## src/rtl/tea_pkg.sv

```systemverilog
// Shared types and constants for the TEA engine: FSM state encoding,
// the default key-schedule constant and the decrypt initial-sum helper.
package tea_pkg;

  typedef enum logic [1:0] {
    IDLE  = 2'd0,
    HALF0 = 2'd1,
    HALF1 = 2'd2,
    DONE  = 2'd3
  } tea_state_t;

  localparam logic [31:0] TEA_DELTA_DEFAULT = 32'h9e3779b9;

  // Decryption starts from the sum encryption would reach after the last round.
  function automatic logic [63:0] tea_decrypt_sum(input logic [63:0] delta,
                                                   input int unsigned rounds);
    return delta * 64'(rounds);
  endfunction

endpackage

```

## src/rtl/tea_feistel_f.sv

```systemverilog
// TEA round function F(x, ka, kb, sum) at WORD_SIZE bits; purely combinational,
// shifts are logical and all additions wrap modulo 2^WORD_SIZE.
module tea_feistel_f #(
  parameter int WORD_SIZE = 32
) (
  input  logic [WORD_SIZE-1:0] x,
  input  logic [WORD_SIZE-1:0] ka,
  input  logic [WORD_SIZE-1:0] kb,
  input  logic [WORD_SIZE-1:0] sum,
  output logic [WORD_SIZE-1:0] f
);

  logic [WORD_SIZE-1:0] term_shl;
  logic [WORD_SIZE-1:0] term_sum;
  logic [WORD_SIZE-1:0] term_shr;

  always_comb begin
    term_shl = (x << 4) + ka;
    term_sum = x + sum;
    term_shr = (x >> 5) + kb;
    f        = term_shl ^ term_sum ^ term_shr;
  end

endmodule

```

## src/rtl/tea_engine.sv

```systemverilog
// Iterative TEA block cipher, one Feistel half-round per clock.
// Define TEA_DECRYPT_EN to build the decrypt datapath; otherwise iDecrypt is ignored.
//
// Handshake: a block is accepted on a rising edge where iStart=1 and oReady=1
// (oReady is high only in IDLE); oDone pulses for exactly one cycle when oC0/oC1
// hold the result, which then stays stable until the next accept.
module tea_engine
  import tea_pkg::*;
#(
  parameter int          WORD_SIZE = 32,
  parameter int          ROUNDS    = 32,
  parameter logic [31:0] DELTA     = TEA_DELTA_DEFAULT
) (
  input  logic                 clk,
  input  logic                 rst,
  input  logic                 iStart,
  input  logic                 iDecrypt,
  input  logic [WORD_SIZE-1:0] iV0,
  input  logic [WORD_SIZE-1:0] iV1,
  input  logic [WORD_SIZE-1:0] iK0,
  input  logic [WORD_SIZE-1:0] iK1,
  input  logic [WORD_SIZE-1:0] iK2,
  input  logic [WORD_SIZE-1:0] iK3,
  output logic [WORD_SIZE-1:0] oC0,
  output logic [WORD_SIZE-1:0] oC1,
  output logic                 oReady,
  output logic                 oDone,
  output tea_state_t           dbg_state
);

  localparam int                   CNT_W    = $clog2(ROUNDS + 1);
  localparam logic [CNT_W-1:0]     LAST_CNT = CNT_W'(ROUNDS - 1);
  localparam logic [WORD_SIZE-1:0] DELTA_W  = WORD_SIZE'(DELTA);

  tea_state_t state;
  tea_state_t next_state;

  logic [WORD_SIZE-1:0] v0, v1;
  logic [WORD_SIZE-1:0] key0, key1, key2, key3;
  logic [WORD_SIZE-1:0] sum;
  logic [CNT_W-1:0]     cnt;
  logic                 dec;

  logic                 use_hi;
  logic                 last_round;
  logic [WORD_SIZE-1:0] f_x, f_ka, f_kb, f_out;
  logic [WORD_SIZE-1:0] target, updated;

`ifdef TEA_DECRYPT_EN
  localparam logic [WORD_SIZE-1:0] DEC_SUM =
    WORD_SIZE'(tea_decrypt_sum(64'(DELTA), ROUNDS));
`else
  logic unused_decrypt;
  assign dec            = 1'b0;
  assign unused_decrypt = iDecrypt;
`endif

  // Equality against the last index keeps the compare from wrapping when ROUNDS is 2^n.
  assign last_round = (cnt == LAST_CNT);

  always_ff @(posedge clk or posedge rst) begin
    if (rst) state <= IDLE;
    else     state <= next_state;
  end

  always_comb begin
    next_state = state;
    case (state)
      IDLE:    if (iStart) next_state = HALF0;
      HALF0:   next_state = HALF1;
      HALF1:   next_state = last_round ? DONE : HALF0;
      DONE:    next_state = IDLE;
      default: next_state = IDLE;
    endcase
  end

  // use_hi selects the (v0, k2, k3) operand set; the word not fed to F is the one updated.
  always_comb begin
    use_hi = (state == HALF1) ^ dec;
    f_x    = use_hi ? v0   : v1;
    f_ka   = use_hi ? key2 : key0;
    f_kb   = use_hi ? key3 : key1;
    target = use_hi ? v1   : v0;
`ifdef TEA_DECRYPT_EN
    updated = dec ? (target - f_out) : (target + f_out);
`else
    updated = target + f_out;
`endif
  end

  tea_feistel_f #(
    .WORD_SIZE(WORD_SIZE)
  ) u_feistel (
    .x  (f_x),
    .ka (f_ka),
    .kb (f_kb),
    .sum(sum),
    .f  (f_out)
  );

  always_ff @(posedge clk or posedge rst) begin
    if (rst) begin
      v0   <= '0;
      v1   <= '0;
      key0 <= '0;
      key1 <= '0;
      key2 <= '0;
      key3 <= '0;
      sum  <= '0;
      cnt  <= '0;
`ifdef TEA_DECRYPT_EN
      dec  <= 1'b0;
`endif
    end else begin
      case (state)
        IDLE: begin
          if (iStart) begin
            v0   <= iV0;
            v1   <= iV1;
            key0 <= iK0;
            key1 <= iK1;
            key2 <= iK2;
            key3 <= iK3;
            cnt  <= '0;
`ifdef TEA_DECRYPT_EN
            dec  <= iDecrypt;
            sum  <= iDecrypt ? DEC_SUM : DELTA_W;
`else
            sum  <= DELTA_W;
`endif
          end
        end
        HALF0, HALF1: begin
          if (use_hi) v1 <= updated;
          else        v0 <= updated;
          if (state == HALF1) begin
            cnt <= cnt + CNT_W'(1);
`ifdef TEA_DECRYPT_EN
            sum <= dec ? (sum - DELTA_W) : (sum + DELTA_W);
`else
            sum <= sum + DELTA_W;
`endif
          end
        end
        default: ;
      endcase
    end
  end

  assign oC0       = v0;
  assign oC1       = v1;
  assign oReady    = (state == IDLE);
  assign oDone     = (state == DONE);
  assign dbg_state = state;

endmodule
```

## config.mk

```make
export PLATFORM = sky130hd
export DESIGN_NAME = tea_engine
export DESIGN_NICKNAME = d
export VERILOG_FILES = /design/src/rtl/tea_pkg.sv /design/src/rtl/tea_feistel_f.sv /design/src/rtl/tea_engine.sv
export SDC_FILE = /design/constraint.sdc
export NUM_CORES = 1
export LEC_CHECK = 0
export BUFFER_PORTS_ARGS = -buffer_cell sky130_fd_sc_hd__buf_2
export CELL_PAD_IN_SITES_DETAIL_PLACEMENT = 0
export CELL_PAD_IN_SITES_GLOBAL_PLACEMENT = 1
export CORE_ASPECT_RATIO = 2
export CORE_UTILIZATION = 40
export DETAILED_ROUTE_END_ITERATION = 6
export GPL_TIMING_DRIVEN = 0
export PLACE_DENSITY = 0.88
export SLEW_MARGIN = 20
export SYNTH_ARGS = -nofsm -noshare
export SYNTH_HDL_FRONTEND = slang
export SYNTH_SLANG_ARGS = --single-unit
export TNS_END_PERCENT = 50
```

## constraint.sdc

```tcl
create_clock -name clk -period 7.4 [get_ports clk]
set_input_delay 0.74 -clock clk [delete_from_list [all_inputs] [get_ports clk]]
set_output_delay 0.74 -clock clk [all_outputs]
set_load 0.02 [all_outputs]
```

==> reports/metrics.yaml <==
worst_slack_ps: 284
status: "completed"
grt.overflow.total: 0
synth_cell_type_count: 86
yosys_warnings: 0
tritoncts: "yes"
antenna_found_initial: 3
initial_core_util_pct: 40.5
synth_adder_area_share_pct: 9.64
crit_required_ps: 7870
leakage_nw: 10.0
drt_iter0_markers: 809
final_cell_mix: "262 x buf_2, 243 x mux2_2, 232 x dfrtp_1"
max-slew-margin-rel_pct: 18.3
track_usage_pct: 28.7
place_ws_ps: -1440
synth_seq_cells: 232
ys.flop_type: "dfrtp_1"
cts_made_buffers: 24
crit_type: "register to register"
ir_drop_v: 0.000151
clk_latency_ps: 550
cp-end-kind: "register"
hold_buffers: 0
min_period_ps: 7120
maxSlewViolCount: 0
startpoint_type: "register"
areaGrowthSynthToFinish_pct: 16.9
grt_max_degree: 93
final_common_cell: "buf_2"
skew_ps: 16.2
synthTopCellsByArea: "dfrtp_1 34%, mux2_2 16%, ha_1 9.1%, xnor2_1 8.3%, a21oi_1 3.7%"
cts_buffer_depth: 3
synth_top_area_share_pct: 33.8
syn-cell-area_sq_um: 17200
grt_pass1_wl_microns: 92000
htree_num_levels: 1
rsz0062_at_grt: "no"
maxCapViolCount: 0
root_buffer: "clkbuf_16"
synthCells: 1707
synth_nets: 2032
slowest_delay_ps: 460
fin_crit_sh_pct: 96.2
place_hpwl_microns: 51000
rows: 107
io_pins: 264
coreArea_sq_um: 42400
die_y_microns: 295
drcViolationCount: 0
hp-class: "primary input to async pin"
cp.arrival_ps: 7580
async_flop_share_pct: 100
die_w_microns: 149
finalSetupTns_ps: 0
clkSlewWorstSetupHoldPaths_ps: 70
setup_violations: 0
die_area_sq_um: 43800
dr_total_vias: 14876
layout-drive-gt1-share_pct: 29.6
synth_edf_count: 0
grt_pass1_vias: 15140
crit_slowest_cell: "fa_2"
synth.largest_area_cell: "dfrtp_1"
p_per_area_nw_per_um2: 128
layout.nets: 2321
synthMuxAreaShare_pct: 17.2
clock.fmax_mhz: 141
synthXorXnorAreaFrac_pct: 10.7
drt.antenna.violating_nets: 0
clkSinkCount: 232
yosysSeqAreaShare_pct: 33.8
fillers: 4025
synth-compound-area-share_pct: 17.1
wirelength_microns: 62900
wl_per_cell_microns: 24.5
synth_top_family_by_area: "multiplexers"
drt-pass1-iter-count: 5
avgSynthCellArea_sq_um: 10.1
final-hold-violation-count: 0
worst_slew_pin_slew_ps: 1230
portBuffers: 261
cp_max_fo: 10
viasPerCell: 5.81
gp_congestion: 0.954
synth-simple-area-share_pct: 9.46
cell families after synthesis:
| logic type | count (synthesis) |
|---|---|
| adder cells (fa/ha/maj) | 130 |
| XOR/XNOR | 204 |
| flip-flops | 232 |
| buffers and inverters | 91 |
| multiplexers | 265 |
| AO/OA/AOI/OAI | 452 |
| AND/OR/NAND/NOR | 333 |
per-stage QoR:
stage / power [mW] / util [%] / instances / instance area (sq um) / hold slack (ps)
6_report: 2.56 / 47.3 / 2561 / 20100 / 210
5_1_grt: 2.64 / 47.3 / 2561 / 20100 / 243
4_1_cts: 2.59 / 47.2 / 2558 / 20000 / 229
3_5_place_dp: 1.38 / 45.3 / 2515 / 19200 / 488
3_3_place_gp: 1.37 / 45.1 / 2513 / 19200 / 482
2_1_floorplan: 1.31 / - / 1707 / 17200 / 474
critical path: cells and delay by family (launching register included):
family	cells	cell delay, ps
compound gates	10	2330
xor+xnor	3	870
fa+ha+maj	4	1240
buf+inv	6	990
flops	1	420
mux	1	360
simple gates	6	820
final timing paths:
path,endpoint,slack (ps),cells past startpoint,from
worst max register to register,oC0[31],280,30,dbg_state[0]
worst min-delay path,key2[9],210,2,rst
max in group asynchronous,key2[15],6300,3,rst
min in group clk,key3[5],410,2,iK3[5]
worst min register to register,key0[30],500,1,key0[30]
worst max-delay path,oC0[31],280,30,dbg_state[0]
Yosys cell counts, types with 29 or more instances:
cell type,count
a21o_1,73
a21oi_1,127
a31oi_1,33
clkbuf_1,50
dfrtp_1,232
ha_1,125
mux2_2,243
nand2_1,112
nand3_1,29
nor2_1,77
o21ai_0,78
xnor2_1,162
xor2_1,39
per-layer routing:
layer	part of all wire [%]	GRT usage, %	routed length (microns)
met4	8.9	22.7	5620
met3	4.2	3.01	2670
met5	0	0	0
met2	54	54.3	33800
met1	33	27.9	20800
cell type report:
| cell class | count | area [sq um] | share of cell area (%) |
|---|---|---|---|
| Antenna cell | 3 | 7.51 | 0.0374 |
| Buffer | 61 | 300 | 1.50 |
| Clock inverter | 15 | 128 | 0.636 |
| Multi-Input combinational cell | 1384 | 11000 | 55.0 |
| Tap cell | 545 | 682 | 3.40 |
| Inverter | 29 | 116 | 0.579 |
| Timing Repair Buffer | 264 | 1370 | 6.82 |
| Sequential cell | 232 | 5810 | 28.9 |
| Clock buffer | 28 | 637 | 3.17 |
what timing repair did:
item | in CTS | in global routing
resized for setup | 20 | 12
buffers inserted | 1 | 0
endpoints found under the setup margin | 40 | 3
pin swaps | 1 | 2
state kept, by name, summed over array words and instances (netlist names):
name and cells:
key0 32, key1 32, key2 32, key3 32, oC0 32, oC1 32
sum 32, cnt 6, dbg_state 2
where the power goes:
part	internal (mW)	leakage (nW)	switching [mW]
clock	0.658	0.357	0.552
sequential	1.27	3.00	0
combinational	0.0398	6.68	0.0455
total	1.97	10.0	0.597
Power figures use the tool's default switching activity.
